==> src/rtl/lcd_panel_rx_pkg.sv <==
// Shared definitions for the LCD link receiver: the panel command codes
// (also used by the transmitter), the parser states and a window check.
package lcd_panel_rx_pkg;

  localparam logic [7:0] CMD_SLPOUT = 8'h11;
  localparam logic [7:0] CMD_CASET  = 8'h2A;
  localparam logic [7:0] CMD_RASET  = 8'h2B;
  localparam logic [7:0] CMD_RAMWR  = 8'h2C;

  // state       | meaning
  // ST_IDLE     | waiting for a command, data bytes ignored
  // ST_CASET_P  | collecting 4 column-bound bytes
  // ST_RASET_P  | collecting 4 row-bound bytes
  // ST_RAMWR_HI | next data byte is a pixel high byte
  // ST_RAMWR_LO | next data byte completes a pixel
  // ST_SKIP     | unknown command, data bytes ignored
  typedef enum logic [2:0] {
    ST_IDLE,
    ST_CASET_P,
    ST_RASET_P,
    ST_RAMWR_HI,
    ST_RAMWR_LO,
    ST_SKIP
  } parse_state_t;

  // A window is usable only if it is ordered and fits on the panel; the
  // compare is done on the full 16-bit wire value before any truncation.
  function automatic logic bound_ok(input logic [15:0] i_lo,
                                    input logic [15:0] i_hi,
                                    input logic [15:0] i_limit);
    return (i_lo <= i_hi) && (i_hi < i_limit);
  endfunction

endpackage

==> src/rtl/lcd_panel_rx_if.sv <==
// Link pins plus the decoded pixel/command outputs of the panel receiver.
// master = transmitter/bench side, slave = receiver side.
interface lcd_panel_rx_if #(
  parameter int WIDTH  = 128,
  parameter int HEIGHT = 160
);
  localparam int XW = $clog2(WIDTH);
  localparam int YW = $clog2(HEIGHT);

  logic          sda;
  logic          scl;
  logic          cs;
  logic          rs;
  logic          pix_we;
  logic [XW-1:0] pix_x;
  logic [YW-1:0] pix_y;
  logic [15:0]   pix_color;
  logic          frame_done;
  logic          cmd_strobe;
  logic [7:0]    cmd_byte;
  logic          awake;

  modport master (
    output sda, scl, cs, rs,
    input  pix_we, pix_x, pix_y, pix_color, frame_done, cmd_strobe, cmd_byte, awake
  );

  modport slave (
    input  sda, scl, cs, rs,
    output pix_we, pix_x, pix_y, pix_color, frame_done, cmd_strobe, cmd_byte, awake
  );
endinterface

==> src/rtl/lcd_panel_rx_spi_byte_rx.sv <==
// Oversampling SPI byte framer: synchronises the link pins to cin, detects
// scl rising edges and assembles MSB-first bytes with their rs flag.
module lcd_spi_byte_rx #(
  parameter int SYNC_STAGES = 2
) (
  input  logic       cin,
  input  logic       reset,
  input  logic       i_sda,
  input  logic       i_scl,
  input  logic       i_cs,
  input  logic       i_rs,
  output logic [7:0] o_byte,
  output logic       o_rs,
  output logic       o_byte_valid
);

  logic [SYNC_STAGES-1:0] r_sda_sync, r_scl_sync, r_cs_sync, r_rs_sync;
  logic                   r_scl_d, r_cs_d;
  logic [2:0]             r_bit_cnt;
  logic [7:0]             r_shift;
  logic [7:0]             r_byte;
  logic                   r_rs;
  logic                   r_byte_valid;
  logic                   w_sda, w_scl, w_cs, w_rs, w_scl_rise, w_cs_rise;

  assign w_sda      = r_sda_sync[SYNC_STAGES-1];
  assign w_scl      = r_scl_sync[SYNC_STAGES-1];
  assign w_cs       = r_cs_sync[SYNC_STAGES-1];
  assign w_rs       = r_rs_sync[SYNC_STAGES-1];
  assign w_scl_rise = w_scl & ~r_scl_d;
  assign w_cs_rise  = w_cs & ~r_cs_d;

  // Synchronise pins; cs resets deasserted so nothing is framed out of reset.
  always_ff @(posedge cin or negedge reset) begin
    if (!reset) begin
      r_sda_sync <= '0;
      r_scl_sync <= '0;
      r_cs_sync  <= '1;
      r_rs_sync  <= '0;
      r_scl_d    <= 1'b0;
      r_cs_d     <= 1'b1;
    end else begin
      r_sda_sync <= {r_sda_sync[SYNC_STAGES-2:0], i_sda};
      r_scl_sync <= {r_scl_sync[SYNC_STAGES-2:0], i_scl};
      r_cs_sync  <= {r_cs_sync[SYNC_STAGES-2:0], i_cs};
      r_rs_sync  <= {r_rs_sync[SYNC_STAGES-2:0], i_rs};
      r_scl_d    <= w_scl;
      r_cs_d     <= w_cs;
    end
  end

  // Shift on each selected scl rise; a cs release drops any partial byte.
  always_ff @(posedge cin or negedge reset) begin
    if (!reset) begin
      r_bit_cnt    <= 3'd0;
      r_shift      <= 8'h00;
      r_byte       <= 8'h00;
      r_rs         <= 1'b0;
      r_byte_valid <= 1'b0;
    end else begin
      r_byte_valid <= 1'b0;
      if (w_cs_rise) begin
        r_bit_cnt <= 3'd0;
      end else if (w_scl_rise && !w_cs) begin
        r_shift   <= {r_shift[6:0], w_sda};
        r_bit_cnt <= r_bit_cnt + 3'd1;
        if (r_bit_cnt == 3'd7) begin
          r_byte       <= {r_shift[6:0], w_sda};
          r_rs         <= w_rs;
          r_byte_valid <= 1'b1;
        end
      end
    end
  end

  assign o_byte       = r_byte;
  assign o_rs         = r_rs;
  assign o_byte_valid = r_byte_valid;

endmodule

==> src/rtl/lcd_panel_rx.sv <==
// Panel-side receiver for the 4-wire SPI LCD link: decodes SLPOUT, CASET,
// RASET and RAMWR and emits one pixel write per received 16-bit pixel.
module lcd_panel_rx
  import lcd_panel_rx_pkg::*;
#(
  parameter int WIDTH       = 128,
  parameter int HEIGHT      = 160,
  parameter int SYNC_STAGES = 2
) (
  input logic            cin,
  input logic            reset,
  lcd_panel_rx_if.slave  bus
);

  localparam int XW = $clog2(WIDTH);
  localparam int YW = $clog2(HEIGHT);

  logic [7:0]    w_byte;
  logic          w_byte_rs;
  logic          w_byte_valid;
  logic [15:0]   w_lo, w_hi;

  parse_state_t  r_state;
  logic [1:0]    r_pcnt;
  logic [7:0]    r_p0, r_p1, r_p2, r_hi;
  logic [XW-1:0] r_xs, r_xe, r_cur_x;
  logic [YW-1:0] r_ys, r_ye, r_cur_y;
  logic          r_pix_we, r_frame_done, r_cmd_strobe, r_awake;
  logic [XW-1:0] r_pix_x;
  logic [YW-1:0] r_pix_y;
  logic [15:0]   r_pix_color;
  logic [7:0]    r_cmd_byte;

  lcd_spi_byte_rx #(.SYNC_STAGES(SYNC_STAGES)) u_byte_rx (
    .cin         (cin),
    .reset       (reset),
    .i_sda       (bus.sda),
    .i_scl       (bus.scl),
    .i_cs        (bus.cs),
    .i_rs        (bus.rs),
    .o_byte      (w_byte),
    .o_rs        (w_byte_rs),
    .o_byte_valid(w_byte_valid)
  );

  // Bounds arrive as {b0,b1} then {b2,b3}; the 4th byte is still on w_byte.
  assign w_lo = {r_p0, r_p1};
  assign w_hi = {r_p2, w_byte};

  // Parser FSM with window, cursor and all registered outputs.
  always_ff @(posedge cin or negedge reset) begin
    if (!reset) begin
      r_state      <= ST_IDLE;
      r_pcnt       <= 2'd0;
      r_p0         <= 8'h00;
      r_p1         <= 8'h00;
      r_p2         <= 8'h00;
      r_hi         <= 8'h00;
      r_xs         <= '0;
      r_xe         <= XW'(WIDTH - 1);
      r_ys         <= '0;
      r_ye         <= YW'(HEIGHT - 1);
      r_cur_x      <= '0;
      r_cur_y      <= '0;
      r_pix_we     <= 1'b0;
      r_pix_x      <= '0;
      r_pix_y      <= '0;
      r_pix_color  <= 16'h0000;
      r_frame_done <= 1'b0;
      r_cmd_strobe <= 1'b0;
      r_cmd_byte   <= 8'h00;
      r_awake      <= 1'b0;
    end else begin
      r_pix_we     <= 1'b0;
      r_frame_done <= 1'b0;
      r_cmd_strobe <= 1'b0;
      if (w_byte_valid && !w_byte_rs) begin
        r_cmd_strobe <= 1'b1;
        r_cmd_byte   <= w_byte;
        r_pcnt       <= 2'd0;
        case (w_byte)
          CMD_CASET:  r_state <= ST_CASET_P;
          CMD_RASET:  r_state <= ST_RASET_P;
          CMD_RAMWR: begin
            r_cur_x <= r_xs;
            r_cur_y <= r_ys;
            r_state <= ST_RAMWR_HI;
          end
          CMD_SLPOUT: begin
            r_awake <= 1'b1;
            r_state <= ST_IDLE;
          end
          default:    r_state <= ST_SKIP;
        endcase
      end else if (w_byte_valid) begin
        case (r_state)
          ST_CASET_P, ST_RASET_P: begin
            r_pcnt <= r_pcnt + 2'd1;
            case (r_pcnt)
              2'd0: r_p0 <= w_byte;
              2'd1: r_p1 <= w_byte;
              2'd2: r_p2 <= w_byte;
              default: begin
                if (r_state == ST_CASET_P) begin
                  if (bound_ok(w_lo, w_hi, 16'(WIDTH))) begin
                    r_xs <= w_lo[XW-1:0];
                    r_xe <= w_hi[XW-1:0];
                  end
                end else if (bound_ok(w_lo, w_hi, 16'(HEIGHT))) begin
                  r_ys <= w_lo[YW-1:0];
                  r_ye <= w_hi[YW-1:0];
                end
                r_state <= ST_IDLE;
              end
            endcase
          end
          ST_RAMWR_HI: begin
            r_hi    <= w_byte;
            r_state <= ST_RAMWR_LO;
          end
          ST_RAMWR_LO: begin
            r_pix_we    <= 1'b1;
            r_pix_color <= {r_hi, w_byte};
            r_pix_x     <= r_cur_x;
            r_pix_y     <= r_cur_y;
            if (r_cur_x == r_xe) begin
              r_cur_x <= r_xs;
              if (r_cur_y == r_ye) begin
                r_cur_y      <= r_ys;
                r_frame_done <= 1'b1;
              end else begin
                r_cur_y <= r_cur_y + 1'b1;
              end
            end else begin
              r_cur_x <= r_cur_x + 1'b1;
            end
            r_state <= ST_RAMWR_HI;
          end
          default: ;
        endcase
      end
    end
  end

  assign bus.pix_we     = r_pix_we;
  assign bus.pix_x      = r_pix_x;
  assign bus.pix_y      = r_pix_y;
  assign bus.pix_color  = r_pix_color;
  assign bus.frame_done = r_frame_done;
  assign bus.cmd_strobe = r_cmd_strobe;
  assign bus.cmd_byte   = r_cmd_byte;
  assign bus.awake      = r_awake;

endmodule
==> src/flat_wrapper.sv <==
// flat-port wrapper written by rule: the top's interface ports become plain ports
module lcd_panel_rx_flat import lcd_panel_rx_pkg::*;
#(
  parameter int WIDTH       = 128,
  parameter int HEIGHT      = 160,
  parameter int SYNC_STAGES = 2
)
  (cin, reset, bus_sda, bus_scl, bus_cs, bus_rs, bus_pix_we, bus_pix_x, bus_pix_y, bus_pix_color, bus_frame_done, bus_cmd_strobe, bus_cmd_byte, bus_awake);
  lcd_panel_rx_if #(.WIDTH(WIDTH), .HEIGHT(HEIGHT)) bus_i ();
  input logic cin;
  input logic reset;
  input wire logic [$bits(bus_i.sda)-1:0] bus_sda;
  input wire logic [$bits(bus_i.scl)-1:0] bus_scl;
  input wire logic [$bits(bus_i.cs)-1:0] bus_cs;
  input wire logic [$bits(bus_i.rs)-1:0] bus_rs;
  output wire logic [$bits(bus_i.pix_we)-1:0] bus_pix_we;
  output wire logic [$bits(bus_i.pix_x)-1:0] bus_pix_x;
  output wire logic [$bits(bus_i.pix_y)-1:0] bus_pix_y;
  output wire logic [$bits(bus_i.pix_color)-1:0] bus_pix_color;
  output wire logic [$bits(bus_i.frame_done)-1:0] bus_frame_done;
  output wire logic [$bits(bus_i.cmd_strobe)-1:0] bus_cmd_strobe;
  output wire logic [$bits(bus_i.cmd_byte)-1:0] bus_cmd_byte;
  output wire logic [$bits(bus_i.awake)-1:0] bus_awake;
  assign bus_i.sda = bus_sda;
  assign bus_i.scl = bus_scl;
  assign bus_i.cs = bus_cs;
  assign bus_i.rs = bus_rs;
  assign bus_pix_we = bus_i.pix_we;
  assign bus_pix_x = bus_i.pix_x;
  assign bus_pix_y = bus_i.pix_y;
  assign bus_pix_color = bus_i.pix_color;
  assign bus_frame_done = bus_i.frame_done;
  assign bus_cmd_strobe = bus_i.cmd_strobe;
  assign bus_cmd_byte = bus_i.cmd_byte;
  assign bus_awake = bus_i.awake;
  lcd_panel_rx #(.WIDTH(WIDTH), .HEIGHT(HEIGHT), .SYNC_STAGES(SYNC_STAGES)) u_core (.cin(cin), .reset(reset), .bus(bus_i));
endmodule
==> config.mk <==
export PLATFORM = sky130hd
export DESIGN_NAME = lcd_panel_rx_flat
export DESIGN_NICKNAME = d
export VERILOG_FILES = /design/src/rtl/lcd_panel_rx_pkg.sv /design/src/rtl/lcd_panel_rx_if.sv /design/src/rtl/lcd_panel_rx_spi_byte_rx.sv /design/src/rtl/lcd_panel_rx.sv /design/src/flat_wrapper.sv
export SDC_FILE = /design/constraint.sdc
export NUM_CORES = 1
export LEC_CHECK = 0
export CAP_MARGIN = 20
export CORE_ASPECT_RATIO = 1.1
export CORE_MARGIN = 4
export CORE_UTILIZATION = 59
export CTS_CLUSTER_DIAMETER = 200
export CTS_CLUSTER_SIZE = 30
export DETAILED_ROUTE_END_ITERATION = 8
export GPL_TIMING_DRIVEN = 0
export PLACE_DENSITY = 0.78
export SLEW_MARGIN = 20
export SYNTH_ARGS = -nofsm -noshare
export SYNTH_HDL_FRONTEND = slang
export SYNTH_SLANG_ARGS = --single-unit
==> constraint.sdc <==
create_clock -name cin -period 2.8 [get_ports cin]
set_input_delay 0.56 -clock cin [delete_from_list [all_inputs] [get_ports cin]]
set_output_delay 0.56 -clock cin [all_outputs]
set_load 0.05 [all_outputs]
==> flow_summary.json <==
{
  "synth_top_family_by_area": "compound AO/OA/AOI/OAI gates",
  "critPathLaunchType": "register",
  "routed_wl_um": 18230,
  "whs_ps": 72.08,
  "hold_class": "in2async",
  "drt.antenna.violating_nets": 0,
  "initial_utilization_pct": 61.24,
  "final_common_cell": "dfrtp_1",
  "core_um2": 12190,
  "clkPwrFrac_pct": 50.1,
  "cts_max_level": 4,
  "antenna_found_initial": 0,
  "pwr-share-seq_pct": 47.5,
  "synth_xor_area_share_pct": 1.877,
  "worst_pin_slew_ps": 804.5,
  "fin_crit_ps": 2711,
  "vias": 5755,
  "insertion_delay_ps": 430,
  "postCtsSetupRepairBufs": 0,
  "die_area_um2": 14520,
  "ir_drop_mv": 0.4443,
  "synth_top_flop_cell": "dfrtp_1",
  "fmax_ghz": 0.3689,
  "seq_area_frac_synth_pct": 52.22,
  "maxCapViolCount": 0,
  "crit_chain": "inv_1 > ha_1 > nand2_1 > nor4_2 > nand3_1 > clkbuf_1 > a311o_1",
  "dp_hpwl_um": 12600,
  "power.switching_mw": 1.067,
  "crit_start": "u_core.u_byte_rx.o_byte[6]",
  "die_w_um": 115.3,
  "netlist_area_um2": 7466,
  "synthArstFlopShare_pct": 100.0,
  "r2r_start": "u_core.u_byte_rx.o_byte[6]",
  "p_comb_share_pct": 2.4,
  "synth_cells": 695,
  "ys_ff_latch": 155,
  "outcome": "completed",
  "syn2layout_area_growth_pct": 18.22,
  "utilization_pct": 72.39,
  "synthSimpleGateAreaFrac_pct": 11.70,
  "synthAdderAreaFrac_pct": 4.022,
  "grt_pass1_wl_um": 30260,
  "hold_buffers": 0,
  "critical_path_class": "reg2reg",
  "clockBufferDepth": 2,
  "powerDensity_nw_per_um2": 557.0,
  "drive_gt1_share_pct": 16.02,
  "design_area_um2": 8826,
  "cp.arrival_ps": 3020,
  "muxShareOfSynthArea_pct": 9.636,
  "port-buffer-count": 48,
  "clock_sinks": 155,
  "crit_required_ps": 3110,
  "tns_ps": 0,
  "drtIter0Drc": 548,
  "synth_edf_count": 0,
  "setup_viol": 0,
  "worstPathMaxFanout": 10,
  "pin_count": 49,
  "diodes": 0,
  "crit_slowest_cell": "dfrtp_1",
  "cp-end-kind": "register",
  "layout_common_cells": "138 x dfrtp_1, 109 x nand2_1, 59 x o21ai_0",
  "cellLeakagePower_nw": 3.752,
  "hold_violations": 0,
  "finalNetCount": 791,
  "fin_skew_ps": 16.74,
  "grt_pass1_vias": 5944,
  "grt_overflow": 0,
  "slew_viol_final": 0,
  "swShare_pct": 21.71,
  "synth_nets": 725,
  "clockRootBuffer": "clkbuf_16",
  "drt_first_pass_iters": 5,
  "p_int_mw": 3.848,
  "die_h_um": 126.0,
  "row_count": 42,
  "fin_crit_sh_pct": 96.82,
  "path_buf_inv": 2,
  "cts_buffers": 17,
  "cpLargestDelayFamily": "simple AND/OR/NAND/NOR gates",
  "gr-usage-all-layers_pct": 26.62,
  "avgSynthCellArea_um2": 10.74,
  "ys_types": 53,
  "wl_per_cell_um": 19.64,
  "slew_headroom_pct": 46.17,
  "gp_congestion": 0.9119,
  "cts.clk_slew.worst_paths_ps": 60,
  "cts_tree": "built",
  "drcViolationCount": 0,
  "yosysWarnings": 0,
  "cts_resized": 4,
  "vias_per_cell": 6.202,
  "grt_max_degree": 81,
  "fillers": 842,
  "slowest_delay_ps": 580,
  "placed_area_um2": 8172,
  "synth-compound-area-share_pct": 16.57
}
## sequential cells by signal, summed over array words and instances (netlist names), 8 cells and up
signal                   count
u_core.bus.cmd_byte          8
u_core.u_byte_rx.o_byte      8
u_core.bus.pix_y             8
u_core.r_ye                  8
u_core.r_p2                  8
u_core.r_p0                  8
u_core.r_hi                  8
u_core.r_p1                  8
u_core.r_cur_y               8
u_core.bus.pix_color        16
u_core.r_ys                  8
## power groups by stage
stage	clock [mW]	combinational, mW	sequential [mW]
finish	2.46	0.120	2.33
global route	2.60	0.140	2.34
floorplan	0	0.0557	2.36
CTS	2.49	0.124	2.33
detailed placement	0	0.123	2.37
global placement	0	0.111	2.37
## cell families (layout without fill, tap and decap cells)
family / count (synthesis) / after routing
multiplexers: 65 / 65
AO/OA/AOI/OAI: 178 / 178
flip-flops: 155 / 155
AND/OR/NAND/NOR: 181 / 181
adder cells (fa/ha/maj): 24 / 24
buffers and inverters: 76 / 155
XOR/XNOR: 16 / 16
## worst paths after layout
kind                       slack [ps]  cells past startpoint                              to
setup / recovery                   90                      7                  u_core.r_ys[5]
hold / removal                     70                      1             u_core.bus.pix_x[4]
setup reg to reg                   90                      7                  u_core.r_ys[5]
hold reg to reg                   350                      0  u_core.u_byte_rx.r_sda_sync[1]
max in group asynchronous        1920                      2                  u_core.r_ye[7]
min in group cin                  350                      0  u_core.u_byte_rx.r_sda_sync[1]
## per-layer routing
layer	track usage, %	wire length [um]
met1	34.26	7444
met4	11.40	592
met3	4.798	868
met2	44.07	9323
met5	0	0
## cells in the mapped netlist (12+ instances only)
library cell,number,share of area [%]
dfstp_2,16,5.6
nand2_1,109,5.5
inv_1,27,1.4
mux2_2,55,8.3
a2bb2oi_1,24,2.8
a21oi_1,16,1.1
ha_1,24,4.0
o211ai_1,23,2.3
o21ai_0,59,4.0
dfrtp_1,139,47
nor4_1,13,1.1
clkbuf_1,42,2.1
xor2_1,12,1.4
o311ai_0,22,2.6
## stage by stage
step           cells  power [mW]  worst slack (ps)
3_5_place_dp     898       2.496            -363.0
3_3_place_gp     897       2.482             -4720
2_1_floorplan    695       2.416             491.7
5_1_grt          928       5.080            -6.875
4_1_cts          929       4.948             65.67
6_report         928       4.916             89.11
## cell type report
class / count / area, um2 / share of cell area [%]
tap: 154 / 192.7 / 2.183
buffer: 47 / 192.7 / 2.183
sequential: 155 / 3900 / 44.19
clock buffer: 20 / 466.7 / 5.288
timing repair buffer: 49 / 513.0 / 5.812
clock inverter: 12 / 171.4 / 1.942
multi-input combinational: 464 / 3288 / 37.26
inverter: 27 / 101.3 / 1.148
(Power assumes the default switching activity.)
